## config.mk

```make
export PLATFORM = sky130hd
export DESIGN_NAME = fifo_rd_packer
export DESIGN_NICKNAME = d
export VERILOG_FILES = /design/src/rtl/fifo_rd_packer.sv
export SDC_FILE = /design/constraint.sdc
export NUM_CORES = 1
export LEC_CHECK = 0
export BUFFER_PORTS_ARGS = -buffer_cell sky130_fd_sc_hd__buf_2
export CORE_MARGIN = 2
export CORE_UTILIZATION = 30
export DETAILED_ROUTE_END_ITERATION = 8
export PLACE_DENSITY = 0.55
export SYNTH_ARGS = -nofsm -noshare
export SYNTH_HDL_FRONTEND = slang
export SYNTH_SLANG_ARGS = --single-unit
```

## constraint.sdc

```tcl
create_clock -name rclk -period 2.4 [get_ports rclk]
set_input_delay 0 -clock rclk [delete_from_list [all_inputs] [get_ports rclk]]
set_output_delay 0 -clock rclk [all_outputs]
set_load 0.01 [all_outputs]
```

## src/rtl/fifo_rd_packer.sv

```systemverilog
// Read-side consumer of the async FIFO: packs PACK_RATIO fall-through entries into one wide
// valid/ready word, emitting partial words on flush or idle timeout with a per-lane keep mask.
module fifo_rd_packer #(
  parameter int DATA_WIDTH     = 8,
  parameter int PACK_RATIO     = 4,
  parameter int TIMEOUT_CYCLES = 16
) (
  input  logic                             rclk,
  input  logic                             rrst_n,
  input  logic [DATA_WIDTH-1:0]            fifo_rdata,
  input  logic                             fifo_rempty,
  output logic                             fifo_rinc,
  input  logic                             flush,
  output logic                             m_valid,
  input  logic                             m_ready,
  output logic [DATA_WIDTH*PACK_RATIO-1:0] m_data,
  output logic [PACK_RATIO-1:0]            m_keep,
  output logic                             busy
);

  localparam int CW = $clog2(PACK_RATIO);
  localparam int TW = (TIMEOUT_CYCLES > 0) ? $clog2(TIMEOUT_CYCLES + 1) : 1;
  localparam logic [CW-1:0] LAST_LANE = CW'(PACK_RATIO - 1);
  localparam logic [TW-1:0] TIMER_MAX = TW'(TIMEOUT_CYCLES);

  typedef logic [PACK_RATIO-1:0][DATA_WIDTH-1:0] lanes_t;

  lanes_t                acc_q, acc_d, acc_pop;
  logic [CW-1:0]         cnt_q, cnt_d;
  logic [TW-1:0]         timer_q, timer_d;
  logic                  flush_pend_q, flush_pend_d;
  logic                  m_valid_q, m_valid_d;
  lanes_t                m_data_q, m_data_d;
  logic [PACK_RATIO-1:0] m_keep_q, m_keep_d;

  logic out_free, timeout, emit_partial, pop, full_load;
  logic [PACK_RATIO-1:0] partial_keep;

  // NOTE: every signal written here gets a default first, so no path leaves a latch behind.
  always_comb begin
    out_free     = !m_valid_q || m_ready;
    timeout      = (TIMEOUT_CYCLES != 0) && (timer_q == TIMER_MAX);
    emit_partial = (flush_pend_q || timeout) && (cnt_q != '0) && out_free;
    // The pop strobe is gated by reset so the FIFO is never drained while we are held in reset.
    pop          = rrst_n && !fifo_rempty && ((cnt_q != LAST_LANE) || out_free) && !emit_partial;
    full_load    = pop && (cnt_q == LAST_LANE);

    acc_pop = acc_q;
    if (pop) acc_pop[cnt_q] = fifo_rdata;

    partial_keep = '0;
    for (int i = 0; i < PACK_RATIO; i++) partial_keep[i] = (i < int'(cnt_q));

    acc_d     = acc_pop;
    cnt_d     = pop ? cnt_q + CW'(1) : cnt_q;
    m_data_d  = m_data_q;
    m_keep_d  = m_keep_q;
    m_valid_d = m_valid_q && !m_ready;

    if (full_load || emit_partial) begin
      m_data_d  = acc_pop;
      m_keep_d  = full_load ? '1 : partial_keep;
      m_valid_d = 1'b1;
      // Clearing the accumulator keeps unused lanes of the next partial word at zero.
      acc_d     = '0;
      cnt_d     = '0;
    end

    timer_d = timer_q;
    if (pop || (cnt_q == '0) || emit_partial) timer_d = '0;
    else if (timer_q != TIMER_MAX)            timer_d = timer_q + TW'(1);

    flush_pend_d = flush_pend_q || flush;
    if (emit_partial || full_load || ((cnt_q == '0) && !pop)) flush_pend_d = 1'b0;
  end

  // NOTE: sequential state uses non-blocking assignments only, so all flops update together.
  always_ff @(posedge rclk or negedge rrst_n) begin
    if (!rrst_n) begin
      acc_q        <= '0;
      cnt_q        <= '0;
      timer_q      <= '0;
      flush_pend_q <= 1'b0;
      m_valid_q    <= 1'b0;
      m_data_q     <= '0;
      m_keep_q     <= '0;
    end else begin
      acc_q        <= acc_d;
      cnt_q        <= cnt_d;
      timer_q      <= timer_d;
      flush_pend_q <= flush_pend_d;
      m_valid_q    <= m_valid_d;
      m_data_q     <= m_data_d;
      m_keep_q     <= m_keep_d;
    end
  end

  assign fifo_rinc = pop;
  assign m_valid   = m_valid_q;
  assign m_data    = m_data_q;
  assign m_keep    = m_keep_q;
  assign busy      = (cnt_q != '0) || m_valid_q;

endmodule

```

==> run summary <==
The flow ran to the end, and the final reports show no timing, DRC or antenna violations. The logs give 0 for the final hold violation count and 39 for the row count. The share of synthesized registers carrying an async set or reset came out at 1.000. Setup violations remaining at the end of the flow were counted as 0. The die covers 0.01266 mm^2. The tools report the portion of total power attributed to the clock network as 0.251. After detailed routing, the number of vias per cell comes to 4.973. The first-pass GRT wire length came out at 14200 um. The logs give 0 for the count of inserted antenna diode cells and 1.964 mW for the switching component of the power.

Adding up every negative setup slack in the final design gives 0 ps. The initial core utilization is 0.3080. The number of antenna violations at the first check in global routing is 0, and the number of flops mapped to enable cells by yosys is 0. The H-tree generated during clock tree synthesis spans 3 levels. In this run the remaining antenna-violating nets after routing total 0. Data on the critical path is required at its endpoint by 2400 ps.

The area of the core is 0.01147 mm^2, and the post-route core utilization is 0.3740. The detailed router finished its first iteration with 135 violations. 52 I/O pins were placed.

Count of filler cells inserted in the layout: 1116. Post-CTS timing repair inserted 0 buffers for setup. For the worst setup path, the data arrival time is 2070 ps. The sequential share of power was 0.363. The critical path contains buffers and inverters numbering 3 combined. The run gives 44 as the largest net degree at the start of global routing. Walking the worst path, the cells encountered are inv_1 > ha_1 > nor4bb_4 > o211a_1 > buf_4 > nor2_1 > buf_2. For the remaining global-route overflow, the log shows 0. The worst hold path stage count was 3.

Endpoint class of the critical path: a primary output. The register area share after synthesis came out at 0.5455. Across the VDD grid, the largest voltage drop is 0.4931 mV. The tools report the total routing resource utilization after global routing as 0.1438.

Number of global-route vias before repair: 2693. Routability-driven placement congestion ratio: 0.7559. The tools report the master cell of the clock root buffer as clkbuf_16. The run gives 2 as the maximum buffer depth of the clock tree. Setup repair after global routing left no endpoint under its margin. During synthesis, Yosys emitted a total of 0 warnings.

In this run the static leakage power is 2.114 nW. Hold is met by 10.54 ps. The worst setup path is launched from a register.

Derived from the worst setup path, the maximum achievable clock frequency is 483.8 MHz. At the pin with the least slew margin, the transition time is 563.7 ps. The tool flagged a number of max-cap violations equal to 0. In this run the cell area measured after placement is 0.003936 mm^2. Of all nets on the critical path, the largest fanout is 30. The floorplan step set the die width to 112.5 um. The classification of the worst-slack hold path is in2reg. The final routed wire length divided by cell count was 16.13 um. After synthesis the netlist holds a flip-flop and latch count of 77.

The clock sink count is 77, and the count of pins over their slew limit is 0. Summed over all nets, the half-perimeter wirelength after detailed placement is 5666 um. The number of detailed-routing iterations run before antenna repair is 4, and the post-synth design cell area is 0.003532 mm^2. Compared with the post-synthesis result, the final layout area differs by 21.43%.

The run gives 33 as the count of distinct cell types in the synthesized netlist. Total of buffers placed on input and output ports: 51. The slowest stage of the critical path is the dfrtp_1 cell. Part of the cycle the worst path needs: 0.8613. For the final wirelength, the log shows 8482 um. The internal power of the cells totals 3.641 mW. The tools report the power consumption as 5.605 mW.

Normalized max-slew margin: 0.6232. On the final layout, the worst clock skew is 4.949 ps. The dominant register cell in the synthesized netlist was dfrtp_1. For this run, the post-layout net count is 398. The number of cells on the worst reg-to-reg path is 7. TritonCTS built the clock tree. The insertion delay to the later sink of the worst-skew pair is 330 ps, and the post-synth net total is 344.

The logs give 0.004289 mm^2 for the final design area excluding fillers and 0.386 for the combinational power share. The critical path depth in cells was 7. The net switching fraction of the power is 0.3504. Average cell area after synthesis: 10.90 um^2.

For the count of unresolved DRC violations after routing, the log shows 0. The die span in y was 112.5 um; the shortest period the worst path allows was 2067 ps. Share of post-route cells with drive strength above 1: 0.2559. The kind of critical path is reg2out. Synthesis produced a netlist whose cell count is 324. Counting the buffers created by CTS gives 9. The cell family contributing the most delay on the critical path is buffers and inverters. For this run, the slowest stage of the critical path takes 400 ps.

The routed layout has 2616 vias. Power spread over the standard cell area amounts to 1307 mW/mm^2. Clock-pin slew was measured on the worst setup and hold paths at 60 ps.
==> worst min-delay path: stages <==
cell and delay [ps]:
buf_2 160, nand3_1 80, a21oi_1 60
==> registers in the layout, summed over array words and instances (netlist names) <==
name / cells
acc_q: 32
cnt_q: 2
flush_pend_q: 1
m_data: 32
m_keep: 4
m_valid: 1
timer_q: 5
==> power groups by stage <==
stage,Combinational (mW),Clock [mW],Sequential [mW]
6_report,2.16,1.40,2.04
2_1_floorplan,1.41,0,2.16
4_1_cts,2.19,1.43,2.04
3_3_place_gp,2.15,0,2.05
5_1_grt,2.40,1.49,2.11
3_5_place_dp,2.18,0,2.06
==> stage by stage <==
step | setup WS, ps | instances
after floorplan | 544.3 | 324
after global placement | 398.5 | 506
after detailed placement | 373.7 | 506
after CTS | 310.4 | 526
after global routing | 171.7 | 526
final | 332.9 | 526
==> cell usage in the layout (no fill, tap or decap), types with 2 or more instances in the layout <==
| cell type | synthesis | routed |
|---|---|---|
| dlygate4sd3_1 | 0 | 4 |
| buf_2 | 8 | 50 |
| o21ai_0 | 27 | 27 |
| clkbuf_16 | 0 | 9 |
| a21o_1 | 16 | 16 |
| mux2i_1 | 17 | 17 |
| nor3_1 | 11 | 11 |
| inv_1 | 5 | 5 |
| nand3_1 | 22 | 22 |
| clkbuf_8 | 0 | 3 |
| nor2_1 | 19 | 19 |
| dfrtp_1 | 77 | 77 |
| buf_4 | 1 | 12 |
| a2bb2oi_2 | 16 | 16 |
| xor2_1 | 2 | 2 |
| and3_1 | 3 | 3 |
| nand2b_1 | 2 | 2 |
| a21oi_1 | 26 | 26 |
| ha_1 | 7 | 7 |
| nand2_1 | 30 | 30 |
| and2_1 | 8 | 8 |
| nand3b_1 | 2 | 2 |
==> per-layer routing <==
layer	vias to the layer above	track usage	wire, um
met2	59	0.2233	3951
met4	0	0.05366	100
met5	-	0	0
li1	1242	-	-
met3	8	0.04158	450
met1	1307	0.1917	3979
==> repair_timing <==
action                                 in CTS  in global routing
endpoints found under the hold margin      38                  0
gates resized for setup                     0                  0
hold buffers                                4                  0
==> cells by family after synthesis <==
logic type,share of synthesized area
and+or+nand+nor,0.1399
AOI/OAI and AO/OA,0.1906
buffers and inverters,0.04357
muxes,0.04817
adders and majority gates,0.02480
xor gates and xnor gates,0.007440
DFF,0.5455
==> cell usage after synthesis (2+ instances only) <==
| cell type | instances | share of area |
|---|---|---|
| buf_6 | 4 | 0.013 |
| buf_2 | 8 | 0.011 |
| a21oi_1 | 26 | 0.037 |
| nor3_1 | 11 | 0.016 |
| nor2_1 | 19 | 0.020 |
| xor2_1 | 2 | 0.0050 |
| clkbuf_1 | 8 | 0.0085 |
| ha_1 | 7 | 0.025 |
| nand2b_1 | 2 | 0.0035 |
| dfrtp_1 | 77 | 0.55 |
| nand3_1 | 22 | 0.031 |
| a21o_1 | 16 | 0.034 |
| and2_1 | 8 | 0.014 |
| mux2i_1 | 17 | 0.048 |
| nand2_1 | 30 | 0.032 |
| and3_1 | 3 | 0.0053 |
| a2bb2oi_2 | 16 | 0.068 |
| nand3b_1 | 2 | 0.0042 |
| o21ai_0 | 27 | 0.038 |
| buf_1 | 2 | 0.0021 |
| inv_1 | 5 | 0.0053 |
==> cell type report <==
class	count	area (um^2)	share of cell area
repair buffers	67	400.4	0.09335
multi-input cells	218	1451	0.3384
clock buffers	13	270.3	0.06301
clock inverters	3	42.54	0.009918
flip-flops and latches	77	1927	0.4492
inverters	5	18.77	0.004376
well taps	143	178.9	0.04172
==> final timing paths <==
check / to / slack [ps] / startpoint
worst max-delay path: fifo_rinc / 330 / timer_q[0]$_DFFE_PN0P_
worst max register to register: m_data[10]$_DFFE_PN0P_ / 370 / timer_q[0]$_DFFE_PN0P_
min in group asynchronous: acc_q[1]$_DFF_PN0_ / 280 / rrst_n
max in group asynchronous: acc_q[13]$_DFF_PN0_ / 1180 / rrst_n
worst min register to register: m_data[30]$_DFFE_PN0P_ / 470 / acc_q[30]$_DFF_PN0_
worst min-delay path: acc_q[21]$_DFF_PN0_ / 10 / fifo_rdata[5]
(Power assumes the default switching activity.)
